<file path="src/rtl/mul_pkg.sv">
// Shared definitions for the iterative MULT/MULTU sequencer: FSM states and sizes.
package mul_pkg;

  localparam int unsigned MUL_W    = 32;
  localparam int unsigned MUL_ITER = 32;

  typedef enum logic [1:0] {
    S_IDLE = 2'd0,
    S_RUN  = 2'd1,
    S_DONE = 2'd2
  } state_t;

endpackage

</file>
<file path="src/rtl/mul_seq_ctrl_row.sv">
// TP_ROW: one partial-product row, PO/CO = PI + (X & Y) + CI, purely combinational.
module TP_ROW #(
  parameter int WIDTH = 32
) (
  input  logic [WIDTH-1:0] X_ROW,
  input  logic             Y_ROW,
  input  logic [WIDTH-1:0] PI_ROW,
  input  logic             CI_ROW,
  output logic [WIDTH-1:0] PO_ROW,
  output logic             CO_ROW
);

  logic [WIDTH-1:0] w_pp;

  always_comb begin
    w_pp             = X_ROW & {WIDTH{Y_ROW}};
    {CO_ROW, PO_ROW} = {1'b0, PI_ROW} + {1'b0, w_pp} + {{WIDTH{1'b0}}, CI_ROW};
  end

endmodule

</file>
<file path="src/rtl/mul_seq_ctrl.sv">
// Iterative 32x32->64 multiplier sequencer, one multiplier bit retired per cycle.
// Optional signed mode (MULT) is enabled by defining MUL_SIGNED_EN.
module mul_seq_ctrl
  import mul_pkg::*;
#(
  parameter int WIDTH = 32,
  parameter int CNT_W = 5
) (
  input  logic             clk,
  input  logic             rst,
  input  logic             start_i,
  input  logic [WIDTH-1:0] a_i,
  input  logic [WIDTH-1:0] b_i,
`ifdef MUL_SIGNED_EN
  input  logic             signed_i,
`endif
  output logic             busy_o,
  output logic             done_o,
  output logic [WIDTH-1:0] hi_o,
  output logic [WIDTH-1:0] lo_o
);

  state_t           r_state;
  logic [CNT_W-1:0] r_cnt;
  logic [WIDTH-1:0] r_acc;
  logic [WIDTH-1:0] r_mcand;
  logic [WIDTH-1:0] r_mplier;
  logic [WIDTH-1:0] w_po;
  logic             w_co;
  logic [WIDTH-1:0] w_a_ld;
  logic [WIDTH-1:0] w_b_ld;
  logic [2*WIDTH-1:0] w_result;

  TP_ROW #(.WIDTH(WIDTH)) u_row (
    .X_ROW  (r_mcand),
    .Y_ROW  (r_mplier[0]),
    .PI_ROW (r_acc),
    .CI_ROW (1'b0),
    .PO_ROW (w_po),
    .CO_ROW (w_co)
  );

`ifdef MUL_SIGNED_EN
  logic r_neg;
  logic w_a_neg;
  logic w_b_neg;

  // Magnitudes are loaded; |0x80000000| wraps to itself, which is the correct unsigned value.
  always_comb begin
    w_a_neg  = signed_i & a_i[WIDTH-1];
    w_b_neg  = signed_i & b_i[WIDTH-1];
    w_a_ld   = w_a_neg ? (~a_i + 1'b1) : a_i;
    w_b_ld   = w_b_neg ? (~b_i + 1'b1) : b_i;
    w_result = r_neg ? (~{r_acc, r_mplier} + 1'b1) : {r_acc, r_mplier};
  end

  always_ff @(posedge clk) begin
    if (rst)
      r_neg <= 1'b0;
    else if (r_state == S_IDLE && start_i)
      r_neg <= w_a_neg ^ w_b_neg;
  end
`else
  always_comb begin
    w_a_ld   = a_i;
    w_b_ld   = b_i;
    w_result = {r_acc, r_mplier};
  end
`endif

  always_ff @(posedge clk) begin
    if (rst) begin
      r_state  <= S_IDLE;
      r_cnt    <= '0;
      r_acc    <= '0;
      r_mcand  <= '0;
      r_mplier <= '0;
      busy_o   <= 1'b0;
      done_o   <= 1'b0;
      hi_o     <= '0;
      lo_o     <= '0;
    end else begin
      done_o <= 1'b0;
      case (r_state)
        S_IDLE: begin
          if (start_i) begin
            r_mcand  <= w_a_ld;
            r_mplier <= w_b_ld;
            r_acc    <= '0;
            r_cnt    <= '0;
            busy_o   <= 1'b1;
            r_state  <= S_RUN;
          end
        end
        S_RUN: begin
          // {acc, mplier} <= {CO, PO, mplier} >> 1
          r_acc    <= {w_co, w_po[WIDTH-1:1]};
          r_mplier <= {w_po[0], r_mplier[WIDTH-1:1]};
          r_cnt    <= r_cnt + 1'b1;
          if (r_cnt == CNT_W'(MUL_ITER - 1))
            r_state <= S_DONE;
        end
        S_DONE: begin
          hi_o    <= w_result[2*WIDTH-1:WIDTH];
          lo_o    <= w_result[WIDTH-1:0];
          done_o  <= 1'b1;
          busy_o  <= 1'b0;
          r_state <= S_IDLE;
        end
        default: r_state <= S_IDLE;
      endcase
    end
  end

endmodule
</file>
<file path="config.mk">
export PLATFORM = sky130hd
export DESIGN_NAME = mul_seq_ctrl
export DESIGN_NICKNAME = d
export VERILOG_FILES = /design/src/rtl/mul_pkg.sv /design/src/rtl/mul_seq_ctrl_row.sv /design/src/rtl/mul_seq_ctrl.sv
export SDC_FILE = /design/constraint.sdc
export NUM_CORES = 1
export LEC_CHECK = 0
export ABC_CLOCK_PERIOD_IN_PS = 3800
export CORE_ASPECT_RATIO = 0.75
export CORE_UTILIZATION = 35
export CTS_BUF_LIST = sky130_fd_sc_hd__clkbuf_4
export CTS_CLUSTER_SIZE = 40
export DETAILED_ROUTE_END_ITERATION = 12
export DONT_BUFFER_PORTS = 1
export PLACE_DENSITY = 0.6
export SLEW_MARGIN = 5
export SYNTH_ARGS = -nofsm -noshare
export SYNTH_HDL_FRONTEND = slang
export SYNTH_SLANG_ARGS = --single-unit
</file>
<file path="constraint.sdc">
create_clock -name clk -period 3.8 [get_ports clk]
set_clock_uncertainty 0.15 [all_clocks]
set_input_delay 0.38 -clock clk [delete_from_list [all_inputs] [get_ports clk]]
set_output_delay 0.38 -clock clk [all_outputs]
set_load 0.1 [all_outputs]
</file>
Yosys cells after proc, flatten, opt, wreduce, memory -nomap -nowiden. Index checks and enable logic that the tools add are counted.

Register bits: 169. Word-level logic and storage cells: 36.

Add/sub/neg operators: 2. Eq/ne operators: 5. Mux-type cells: 12. Bitwise operators: 1. Reductions and logical operators: 7.

Operators with widths (count): case mux 32 bit (2 select lines) (2); 2-to-1 mux 32 bit (2); adder 32 x 32 -> 33 bit (1); bitwise AND 32 bit (1); case mux 5 bit (2 select lines) (1); AND reduction 2 bit (4); adder 5 x 1 -> 5 bit, second input constant (1); equality test 5 bit, second input constant (1); 2-to-1 mux 5 bit (1); 2-to-1 mux 2 bit (2); != test 2 bit, second input constant (2); case mux 2 bit (2 select lines) (1); nonzero test 2 bit (2); equality test 2 x 1 -> 1 bit, second input constant (1); equality test 2 bit, second input constant (1); zero test 2 bit (1); 2-to-1 mux 1 bit (2); case mux 1 bit (2 select lines) (1).

Depth between registers and ports, before layout.
Word-level depth: 3. Gate-level depth with buffers: 12.

Hierarchy. From an unflattened synthesis, not the netlist that was laid out.

Cell total of the unflattened synthesis: 932. Area, all modules: 7946.4 um2.

By module, submodules not included: mul_seq_ctrl (instances 1, cells each 646, area an instance 5945.7 um2, sequential area each 3383.2 um2); TP_ROW (instances 1, cells each 286, area an instance 2000.7 um2, sequential area each 0.0 um2).

Worst setup path after synthesis. OpenSTA, ideal clock, no wires.

Path kind: register -> register. Start point: reg r_mplier[0]. End point: reg r_acc[25]. Data arrival time: 2362 ps. Required time: 3533 ps. Slack: 1171 ps. Stages on the path, launching flop included: 12. Path buffers: 1. Clock period less this slack: 2629 ps. Path through: dfxtp_1 -> clkbuf_1 -> and2_1 -> ha_1 -> o211ai_1 -> a21o_1 -> nand3_2 -> a41o_4 -> a41oi_4 -> o21ai_2 -> xor2_1 -> a22o_1.

Cells in the longest elaborated chain, start to end: 3.

RTL lines: from (decl) (line mul_seq_ctrl.sv:27) `logic [WIDTH-1:0] r_mplier;`; from (signal assigned) (line mul_seq_ctrl.sv:88) `r_mplier <= w_b_ld;`; from (signal assigned) (line mul_seq_ctrl.sv:98) `r_mplier <= {w_po[0], r_mplier[WIDTH-1:1]};`; bitwise AND 32 bit (line mul_seq_ctrl_row.sv:16) `w_pp = X_ROW & {WIDTH{Y_ROW}};`; adder 32 x 32 -> 33 bit (line mul_seq_ctrl_row.sv:17) `{CO_ROW, PO_ROW} = {1'b0, PI_ROW} + {1'b0, w_pp} + {{WIDTH{1'b0}}, CI_ROW};`; case mux 32 bit (2 select lines) (line mul_seq_ctrl.sv:84) `case (r_state)`; to (signal assigned) (line mul_seq_ctrl.sv:97) `r_acc <= {w_co, w_po[WIDTH-1:1]};`; to (decl) (line mul_seq_ctrl.sv:25) `logic [WIDTH-1:0] r_acc;`.

No other way between the ends. A chain may end at the register's enable or synchronous reset.

Worst setup path in the final report.
Start point: reg r_mplier[0]. End point: reg r_acc[29].

The elaborated chain is that of the path after synthesis.

==> results.md <==
* Fill count at around 2100
* 1st-iter DRT viols at just under 500
* Internal power at about 2.4 mW
* ANT nets after route at 0
* Die X at about 170 um
* Fin util at 41.9%
* Fraction of layout cells with a size suffix above 1 at around 7.8%
* First-pass GRT wire length at 33400 um
* Post-CTS sizing at 0
* Minimum clock period at between 2 and 3 ns
* Hold Vio Cnt, Final at 0
* Detailed Route WL at between 20000 and 25000 um
* Area Overhead vs Synth at 15.3%
* Worst setup EP type: flip-flop
* Pre-antenna DRT Iters at 5
* Outcome: finished clean
* Mapped Area at between 7000 and 8000 um2
* Delay-heaviest family, CP: compound AO/OA/AOI/OAI gates
* Critical R2R Launch: r_mplier[0]$_SDFFE_PP0P_
* Total power at roughly 3.3 mW
* Sequential power share at between 50% and 60%
* HPWL after DPL at around 13000 um
* Share of the yosys chip area belonging to registers at a little over two fifths
* Fmax at between 0.3 and 0.4 GHz
* Ys flop type: dfxtp_1
* Initial antenna violation count at 1
* Core ar. at between 20000 and 25000 um2
* Placement Setup Slack at 0.849 ns
* Leakage power at 3.63 nW
* Worst-path fanout max at 31
* Reported net switching power at around 0.92 mW
* Final worst path period share at 78.3%
* Final setup margin at 0.826 ns
* Number of max-cap violations at 0
* Chip Height at between 100 and 150 um
* CTS tree: built
* Setup CP Type: reg2reg
* Unrepaired setup endpoints after global routing: no
* Hold Crit Start: rst
* Synth async-reset ratio at 0%
* Critical R2R Capture: r_acc[29]$_SDFFE_PP0P_
* Via Count at between 6000 and 7000
* Remaining DRCs at 0
* FF+latch count, synth at approximately 170
* CP max stage cell: dfxtp_1
* Largest net degree at the start of global routing at between 80 and 90
* Starting density of the core at a little over a third
* Clk Latency, worst-skew pair at just under 0.6 ns
* Sw Ratio at ~28%
* H-tree Lvls at 4
* Die Area at approximately 23000 um2
* Crit path required time at approximately 4.1 ns
* Setup TNS at 0 ns
* # rows at 46
* CP Depth at 11
* Grt total ovfl at 0
* Startpoint Class: flip-flop
* Final count of pins violating max slew at 0
* IO buf count at 0
* Yosys warns at 0
* CTS sink cnt at about 170
* Class of the worst hold path: in2reg
* Cells after Synth at slightly below 900
* Power Density at about 360 nW/um2
* Arrival @ worst endpoint at ~3.3 ns
* R2R Setup Slk at slightly above 0.8 ns
* R2R depth at 11
* Avg Cell Area, Syn at between 8 and 9 um2
* Combined global-route utilization of all metal layers at between 10% and 20%
* CTS Buffer Depth at 2
* Root buffer cell: clkbuf_4
* CP startpoint: r_mplier[0]$_SDFFE_PP0P_
* Crit-path cells: buf_4 > and2_1 > ha_1 > o211ai_1 > a21o_1 > nand3_2 > a41o_4 > a41oi_4 > o21ai_2 > xor2_1 > a22o_1
* Slew HR at between 20% and 30%
* Syn_nets at between 900 and 1000
* TritonCTS Buffers at 17
* Slew at the pin with the worst max-slew slack at approximately 1.1 ns
* Peak VDD IR at 199 uV
* Final #Nets at about 1000
* # IOs at 133
* Post-synth EDFFs at 0
* Wire per inst at 16.7 um
* RD Place Congestion at roughly 0.91
* Vias per inst at about 5.3
* Clock Power Share at 32.5%
* Comb pwr share at 10.1%
* Clock transition at path regs at 0.15 ns
* Worst setup endpoint: r_acc[29]$_SDFFE_PP0P_
* Crit path buf inv count at 1
* Vias in the first global route at between 6000 and 7000
* Critical path's largest stage delay at 0.38 ns
* Post-synthesis cell type count at roughly 60
* Setup violators final at 0
cells in the mapped netlist (8+ instances only):
cell	count	share of area, %
a311oi_1	32	3.6
a21o_1	20	1.9
inv_1	9	0.43
xnor2_1	16	1.8
ha_1	34	5.5
clkbuf_1	54	2.6
nand3_1	22	1.4
nand2_1	160	7.7
xor2_1	11	1.2
and2_1	32	2.6
dfxtp_1	169	43
nand2b_1	8	0.64
a21oi_1	78	5.0
nor2_1	57	2.7
a22o_1	81	9.1
o21ai_0	12	0.77
flip-flops by register name, summed over array words and instances (netlist names):
| signal | flops |
|---|---|
| busy_o | 1 |
| done_o | 1 |
| hi_o | 32 |
| lo_o | 32 |
| r_acc | 32 |
| r_cnt | 5 |
| r_mcand | 32 |
| r_mplier | 32 |
| r_state | 2 |
cells by family after synthesis:
family,synth area share (%)
AOI/OAI and AO/OA,26.2
xor gates and xnor gates,3.03
adders and majority gates,5.71
buffers and inverters,3.91
DFF,43.4
and+or+nand+nor,17.8
layout make-up:
cell class	count	area, um2	share of cell area [%]
Antenna cell	1	2.50	0.0278
Clock buffer	18	135	1.50
Clock inverter	14	149	1.66
Inverter	9	33.8	0.376
Multi-Input combinational cell	642	4150	46.1
Sequential cell	169	3380	37.6
Tap cell	288	360	4.01
Timing Repair Buffer	77	786	8.74
power groups by stage:
stage	Sequential (mW)	Clock, mW	Combinational [mW]
floorplan	1.91	0	0.210
global placement	1.92	0	0.256
detailed placement	1.92	0	0.260
CTS	1.89	1.11	0.334
global route	1.89	1.19	0.371
finish	1.89	1.07	0.332
per-stage QoR:
step           hold WS [ns]  cell area [um2]  cells
6_report             0.0681             8990   1218
5_1_grt              0.0310             8990   1218
4_1_cts              0.0124             8990   1217
3_5_place_dp          0.290             8030   1119
3_3_place_gp          0.285             8030   1119
2_1_floorplan         0.279             7800    885
cells in the final DEF, fill, tap and decap left out, drive strengths merged, types with 3 or more instances in the layout:
master,count
dfxtp,169
nand2,160
a21oi,83
a22o,81
dlygate4sd3,65
nor2,58
ha,34
and2,32
a311oi,32
nand3,23
a21o,20
clkbuf,18
o21ai,17
xnor2,16
buf,12
xor2,11
inv,11
nand2b,8
a31oi,7
a211oi,7
nor3,6
and3,5
nand4,5
clkinvlp,5
o21bai,5
clkinv,5
o211ai,4
and4,3
nor2b,3
worst min path at each step:
stage | end | slack (ns) | depth (start not counted)
after floorplan | r_cnt[3]$_SDFFE_PP0P_ | 0.28 | 1
after global placement | r_mcand[31]$_SDFFE_PP0P_ | 0.29 | 2
after detailed placement | r_mcand[7]$_SDFFE_PP0P_ | 0.29 | 2
after CTS | r_state[0]$_SDFFE_PP0P_ | 0.01 | 2
after global routing | r_state[0]$_SDFFE_PP0P_ | 0.03 | 2
final | r_mplier[14]$_SDFFE_PP0P_ | 0.07 | 2
repair_timing:
action / 4_1_cts / 5_1_grt
hold buffers: 66 / 0
buffers inserted: 0 / 0
hold endpoints to repair: 85 / 0
layer usage:
metal | track usage [%] | share of wire, % | routed length (um) | vias up
li1 | - | - | - | 3249
met1 | 26.3 | 51 | 10400 | 3018
met3 | 4.54 | 5.0 | 1010 | 12
met2 | 26.3 | 43 | 8710 | 125
met5 | 0 | 0 | 0 | -
met4 | 4.04 | 1.0 | 208 | 0
No activity file was read; power rests on OpenSTA's default activity.
